===== src/rtl/mdu_ctrl.sv =====
// mdu_ctrl: multi-cycle mult/div sequencer that owns HI/LO, serves mfhi/mflo
// and raises the D-stage stall while an MD operation is in flight.
module mdu_ctrl #(
  parameter int MULT_CYCLES = 5,
  parameter int DIV_CYCLES  = 10
) (
  input  logic        clk,
  input  logic        reset,
  input  logic [3:0]  E_MDOp,
  input  logic [31:0] E_A,
  input  logic [31:0] E_B,
  input  logic        D_IsMD,
  output logic        E_Busy,
  output logic [31:0] E_MDResult,
  output logic        D_MDStall,
  output logic [31:0] HI,
  output logic [31:0] LO
);
  localparam int MAXC = (MULT_CYCLES > DIV_CYCLES) ? MULT_CYCLES : DIV_CYCLES;
  localparam int CW   = $clog2(MAXC + 1);

  typedef enum logic {IDLE, BUSY} state_t;

  state_t        state_q, state_d;
  logic [CW-1:0] count_q, count_d;
  logic [31:0]   hi_q, hi_d, lo_q, lo_d, thi_q, thi_d, tlo_q, tlo_d;
  logic          start, is_mul, sgn, neg_a, neg_b;
  logic [31:0]   ua, ub, ub_nz, uq, ur, q, r;
  logic [63:0]   pmag, prod;

  assign start  = (E_MDOp >= 4'd1) && (E_MDOp <= 4'd4);
  assign is_mul = (E_MDOp == 4'd1) || (E_MDOp == 4'd2);
  assign sgn    = (E_MDOp == 4'd1) || (E_MDOp == 4'd3);
  assign neg_a  = sgn & E_A[31];
  assign neg_b  = sgn & E_B[31];
  assign ua     = neg_a ? -E_A : E_A;
  assign ub     = neg_b ? -E_B : E_B;
  // Signed ops run on magnitudes so 0x80000000 / -1 wraps to 0x80000000 cleanly
  assign ub_nz  = (ub == 32'd0) ? 32'd1 : ub;
  assign uq     = ua / ub_nz;
  assign ur     = ua % ub_nz;
  assign q      = (neg_a ^ neg_b) ? -uq : uq;
  assign r      = neg_a ? -ur : ur;
  assign pmag   = {32'd0, ua} * {32'd0, ub};
  assign prod   = (neg_a ^ neg_b) ? -pmag : pmag;

  always_comb begin
    state_d = state_q;
    count_d = count_q;
    hi_d    = hi_q;
    lo_d    = lo_q;
    thi_d   = thi_q;
    tlo_d   = tlo_q;
    if (state_q == IDLE) begin
      if (start) begin
        state_d = BUSY;
        count_d = is_mul ? CW'(MULT_CYCLES) : CW'(DIV_CYCLES);
        // Divide by zero commits the current HI/LO back, i.e. leaves them unchanged
        thi_d   = is_mul ? prod[63:32] : (E_B == 32'd0) ? hi_q : r;
        tlo_d   = is_mul ? prod[31:0]  : (E_B == 32'd0) ? lo_q : q;
      end else begin
        hi_d = (E_MDOp == 4'd5) ? E_A : hi_q;
        lo_d = (E_MDOp == 4'd6) ? E_A : lo_q;
      end
    end else begin
      count_d = count_q - CW'(1);
      if (count_q == CW'(1)) begin
        state_d = IDLE;
        hi_d    = thi_q;
        lo_d    = tlo_q;
      end
    end
  end

  always_ff @(posedge clk or negedge reset) begin
    if (!reset) begin
      state_q <= IDLE;
      count_q <= '0;
      hi_q    <= '0;
      lo_q    <= '0;
      thi_q   <= '0;
      tlo_q   <= '0;
    end else begin
      state_q <= state_d;
      count_q <= count_d;
      hi_q    <= hi_d;
      lo_q    <= lo_d;
      thi_q   <= thi_d;
      tlo_q   <= tlo_d;
    end
  end

  assign E_Busy     = start | (state_q == BUSY);
  assign D_MDStall  = D_IsMD & E_Busy;
  assign E_MDResult = (E_MDOp == 4'd7) ? hi_q : (E_MDOp == 4'd8) ? lo_q : 32'd0;
  assign HI         = hi_q;
  assign LO         = lo_q;
endmodule


===== config.mk =====
export PLATFORM = sky130hd
export DESIGN_NAME = mdu_ctrl
export DESIGN_NICKNAME = d
export VERILOG_FILES = /design/src/rtl/mdu_ctrl.sv
export SDC_FILE = /design/constraint.sdc
export NUM_CORES = 2
export LEC_CHECK = 0
export ABC_AREA = 0
export CORE_UTILIZATION = 58
export CTS_CLUSTER_DIAMETER = 120
export CTS_CLUSTER_SIZE = 28
export DETAILED_ROUTE_END_ITERATION = 7
export PLACE_DENSITY = 0.81
export SYNTH_ARGS = -nofsm -noshare
export SYNTH_HDL_FRONTEND = slang
export SYNTH_SLANG_ARGS = --single-unit

===== constraint.sdc =====
create_clock -name clk -period 2.84 [get_ports clk]
set_clock_uncertainty 0.05 [all_clocks]
set_input_delay 0.568 -clock clk [delete_from_list [all_inputs] [get_ports clk]]
set_output_delay 0.568 -clock clk [all_outputs]
set_load 0.005 [all_outputs]

==> results of run 1 <==
==> stage by stage <==
step | TNS (ps) | hold WS, ps | instance area (sq um)
3_5_place_dp | -4556400 | 425.8 | 105000
2_1_floorplan | -4243860 | 222.4 | 79100
4_1_cts | -4109250 | 137.3 | 111400
3_3_place_gp | -4303500 | 412.8 | 105000
==> cells by family after synthesis <==
kind of cell | Yosys count | synth area share, %
compound gates | 2497 | 21.50
xor+xnor | 640 | 7.310
fa+ha+maj | 1670 | 36.03
buf+inv | 1683 | 8.311
flops | 133 | 4.341
mux | 76 | 1.052
simple gates | 3648 | 21.45
==> layer usage <==
layer | GRT overflow | global-route usage [%]
met1 | 648 | 92.74
met4 | 1669 | 103.8
met3 | 642 | 90.23
met5 | 78 | 84.82
met2 | 4715 | 113.6
==> cells in the mapped netlist, types with 91 or more instances <==
library cell,number
nor2_1,890
a211oi_1,91
nand3_1,161
clkbuf_1,379
inv_1,1175
a31oi_1,132
a21o_1,269
fa_1,897
ha_1,773
xor2_1,244
nand4_1,105
nand2_1,1627
nor2b_1,111
nor3_1,197
o21ai_0,544
xnor2_1,396
o211ai_1,92
dfrtp_1,133
a21oi_1,608
==> repair_timing <==
item	in CTS
gates cloned	6
setup buffers	320
setup endpoints to repair	98
pin swaps	421
gates resized for setup	836
==> implementation parameters, run 1 <==
Parameter                              Value

Place
  Buffers on Ports    168
  Sum of net half-perimeters after detailed placement    approximately 340 mm
  Setup slack at placement    -71,770 ps
  Number of placed instances, taps included    roughly 15,000
  Placer's final routability congestion estimate    1.306

CTS
  CTS sink count    133
  Clk buf depth    2
  H-tree depth    4
  Number of buffers created by CTS    17
  Root Driver    clkbuf_16
  Hold buffers post-CTS    0

Outcome
  Status    stopped before the end
  Run-stopping error    [ERROR GRT-0116] Global routing finished with congestion. Check the congestion regions in the DRC Viewer.
  Last stage the flow got to    global routing (5_1_grt)

Floorplan
  Die Span X    approximately 370 um
  Number of primary I/O pins    roughly 170
  Std cell rows    about 130
  DIE HEIGHT    approximately 370 um
  Starting Density    approximately three fifths

Yosys
  Sequential cell area fraction in the yosys report    between 4 and 5%
  Nets in the synthesized netlist    around 12,000
  Area fraction of the dominant cell type after synthesis    a little under a quarter
  Unique cell type count in the Yosys netlist    around 120
  Area contributors post-synth    fa_1, ha_1, nand2_1, inv_1, xnor2_1
  Proportion of synthesized flip-flops having asynchronous set or reset    between 90% and 100%
  Number of flip-flops and latches in the synthesized netlist    around 130
  Most instantiated flip-flop cell in the synthesis netlist    dfrtp_1
  Mapped Avg Cell Area    7.411 sq um
  Cell taking the most area after synthesis    fa_1
  EDFF count, synth    0
  Post-synthesis instance total    approximately 10,000
  Yosys warning count    0
  Mapped cell area    76,680 sq um

Global route
  Overall fraction of global-route tracks in use    between 90% and 100%
  First-pass GRT wire length    ~990 mm
  Overflow left after global routing    between 7,000 and 8,000
  Pin count of the biggest net entering global routing    65
  Via count of the first global-routing pass    between 100k and 150k
==> run 2, diff against run 1 <==
==> config.mk (replaced) <==
export PLATFORM = sky130hd
export DESIGN_NAME = mdu_ctrl
export DESIGN_NICKNAME = d
export VERILOG_FILES = /design/src/rtl/mdu_ctrl.sv
export SDC_FILE = /design/constraint.sdc
export NUM_CORES = 2
export LEC_CHECK = 0
export ABC_AREA = 0
export CORE_UTILIZATION = 40
export DETAILED_ROUTE_END_ITERATION = 7
export PLACE_DENSITY_LB_ADDON = 0.15
export SYNTH_ARGS = -nofsm -noshare
export SYNTH_HDL_FRONTEND = slang
export SYNTH_SLANG_ARGS = --single-unit
==> run 2 against run 1 <==
The flow now finishes, with violations (DRC, capacitance limit, setup timing); synthesized area stayed put; synthesized cell count stayed put.
==> implementation parameters, run 2 <==
Parameter                              Value

Setup path
  Critical Path Source Type    primary input
  Most numerous cell on the critical path    buf_4
  Crit-path slowest cell    or4_4
  Delay of the slowest cell on the worst path    between 500 and 600 ps
  Crit. End Element    register
  Worst R2R Path Depth    6
  Max Fanout on Critical Path    8
  CP arrival    69,120 ps
  Critical path start-end classification    in2reg
  Worst Path Required    between 3000 and 4000 ps
  Minimum setup slack among reg-to-reg paths    roughly 800 ps
  Worst reg2reg endpoint    HI[12]
  R2r startpoint    count_q[0]

Yosys
  Dominant cell by count in the synthesized netlist    nand2_1
  Post-synthesis instance total    10,347
  Nets in the synthesized netlist    12,088
  Top cells by instance count after synthesis    nand2_1, inv_1, fa_1
  Yosys warning count    0
  Area fraction of the dominant cell type after synthesis    around a quarter
  Proportion of synthesized flip-flops having asynchronous set or reset    100.0%
  EDFF count, synth    0
  Cell taking the most area after synthesis    fa_1
  Mapped Avg Cell Area    7.411 sq um
  Sequential cell area fraction in the yosys report    between 4 and 5%
  Unique cell type count in the Yosys netlist    118
  Most instantiated flip-flop cell in the synthesis netlist    dfrtp_1
  Number of flip-flops and latches in the synthesized netlist    133
  Area contributors post-synth    fa_1, ha_1, nand2_1, inv_1, xnor2_1
  Mapped cell area    between 70,000 and 80,000 sq um

CTS
  Clock tree from TritonCTS    yes
  CTS sink count    ~130
  Clock edge transition at the registers on the reported setup and hold paths    about 70 ps
  Hold buffers post-CTS    0
  Number of buffers created by CTS    17
  Clk buf depth    2
  Clk Latency, worst-skew pair    roughly 430 ps
  H-tree depth    4
  Root Driver    clkbuf_16

Floorplan
  Die Span X    439.8 um
  Area of the core region    roughly 190,000 sq um
  Std cell rows    160
  Number of primary I/O pins    169
  DIE HEIGHT    ~440 um
  Starting Density    about two fifths
  Floorplan die area    193,400 sq um

Route
  Total wirelength of the detailed-routed design    459.2 mm
  Vias after detailed routing    about 97,000
  Initial detailed-routing violation count    just over 8,000
  Final routed wire length divided by cell count    ~28 um
  Vias per inst    about 5.9
  Wire length on met2    203.0 mm
  Remaining antenna violation count after routing    0
  Post-route DRC    4
  First-pass DRT Iterations    8
  Uppermost layer routed    met5
  M1 WL    161.7 mm
  Met3 wire length    approximately 42 mm

Timing
  RSZ-0062 raised after global routing    yes
  Fraction of the cycle the final worst path needs    2425%
  Endpoints failing hold    0
  Maximum clock frequency    about 15 MHz
  Max-Slew Margin vs Limit    less than 1%
  Max-slew violation count    0
  Final worst setup slack    -66,020 ps
  Slew at the pin closest to its max-slew limit    1488 ps
  Setup Viol. Count Final    between 60 and 70
  Post-layout min period    68,860 ps
  Setup TNS    -4,181,540 ps

Global route
  Overall fraction of global-route tracks in use    between 40% and 50%
  Pin count of the biggest net entering global routing    65
  Overflow left after global routing    0
  Number of antenna violations at the first check in global routing    31
  Via count of the first global-routing pass    ~96,000
  First-pass GRT wire length    647.6 mm

Place
  Setup slack at placement    -71,890 ps
  Buffers on Ports    between 150 and 200
  Placer's final routability congestion estimate    1.112
  Number of placed instances, taps included    approximately 16,000
  Sum of net half-perimeters after detailed placement    ~370 mm

Final layout
  Most frequent cells in the layout    buf_4, nand2_1, inv_1
  Core utilization of the finished layout    61.89%
  Total number of nets in the final design    around 16,000
  Proportion of layout cells with a drive suffix above 1    36.46%
  Area growth from synthesis to layout    53.49%
  Commonest non-fill, non-tap cell in the layout    buf_4
  Non-filler instance count after layout    roughly 16,000

Min path
  Class of the worst hold path    in2async

Outcome
  Violations in the final reports    DRC, capacitance limit, setup timing
  Status    finished, violations left

Job
  Reported max-cap violation count    1
## run 2: cell counts after synthesis
Identical to the previous run, type by type.
## run 2: logic make-up (layout without fill, tap and decap cells)
kind of cell / after synthesis / after routing / synth area share (%)
XOR/XNOR: 640 / 640 / 7.310
AND/OR/NAND/NOR: 3648 / 3648 / 21.45
AO/OA/AOI/OAI: 2497 / 2498 / 21.50
buffers and inverters: 1683 / 5220 / 8.311
multiplexers: 76 / 76 / 1.052
other: 0 / 22 / 0
flip-flops: 133 / 133 / 4.341
adder cells (fa/ha/maj): 1670 / 1670 / 36.03
## run 2: per-layer routing
layer / track usage (%) / up-vias
li1: - / 42302
met1: 51.36 / 47097
met2: 72.53 / 5140
met3: 11.01 / 1989
met4: 41.80 / 24
met5: 0 / -
## run 2: area by class of cell
cell class	count	area, sq um
multi-input combinational	8532	74260
fill	17357	72490
timing repair buffer	4002	31870
inverter	1186	4469
sequential	133	3332
tap	2511	3142
clock buffer	18	429.2
clock inverter	14	141.4
antenna	22	55.05
## run 2: critical path: cells and delay by family
| family | cells | cell delay, ps |
|---|---|---|
| compound gates | 172 | 32180 |
| xor+xnor | 2 | 420 |
| fa+ha+maj | 31 | 7520 |
| buf+inv | 59 | 8030 |
| mux | 5 | 1310 |
| simple gates | 107 | 18820 |
## run 2: how the worst max path moves through the flow
stage,start,endpoint,slack [ps],depth (start not counted)
2_1_floorplan,E_B[0],thi_q[30],-67100,399
3_3_place_gp,E_B[1],thi_q[29],-71090,362
3_5_place_dp,E_B[1],thi_q[29],-71890,359
4_1_cts,E_MDOp[2],thi_q[30],-65810,383
5_1_grt,E_B[3],thi_q[26],-68430,386
6_report,E_B[0],thi_q[26],-66020,376
## run 2: repair_timing
| item | 4_1_cts | 5_1_grt |
|---|---|---|
| gates cloned | 3 | 4 |
| resized for setup | 524 | 742 |
| buffers inserted | 144 | 204 |
| endpoints found under the setup margin | 98 | 95 |
| pin swaps | 235 | 462 |
## run 2: stage by stage
stage / hold slack (ps) / cell area, sq um
finish: 51.47 / 117700
floorplan: 222.4 / 79100
detailed placement: 418.8 / 108700
global placement: 412.2 / 108700
global route: 64.56 / 117600
CTS: 58.64 / 112600
Power of run 2 is not shown: default switching activity piles up to over one toggle a cycle in this logic, so the estimate is an artifact.
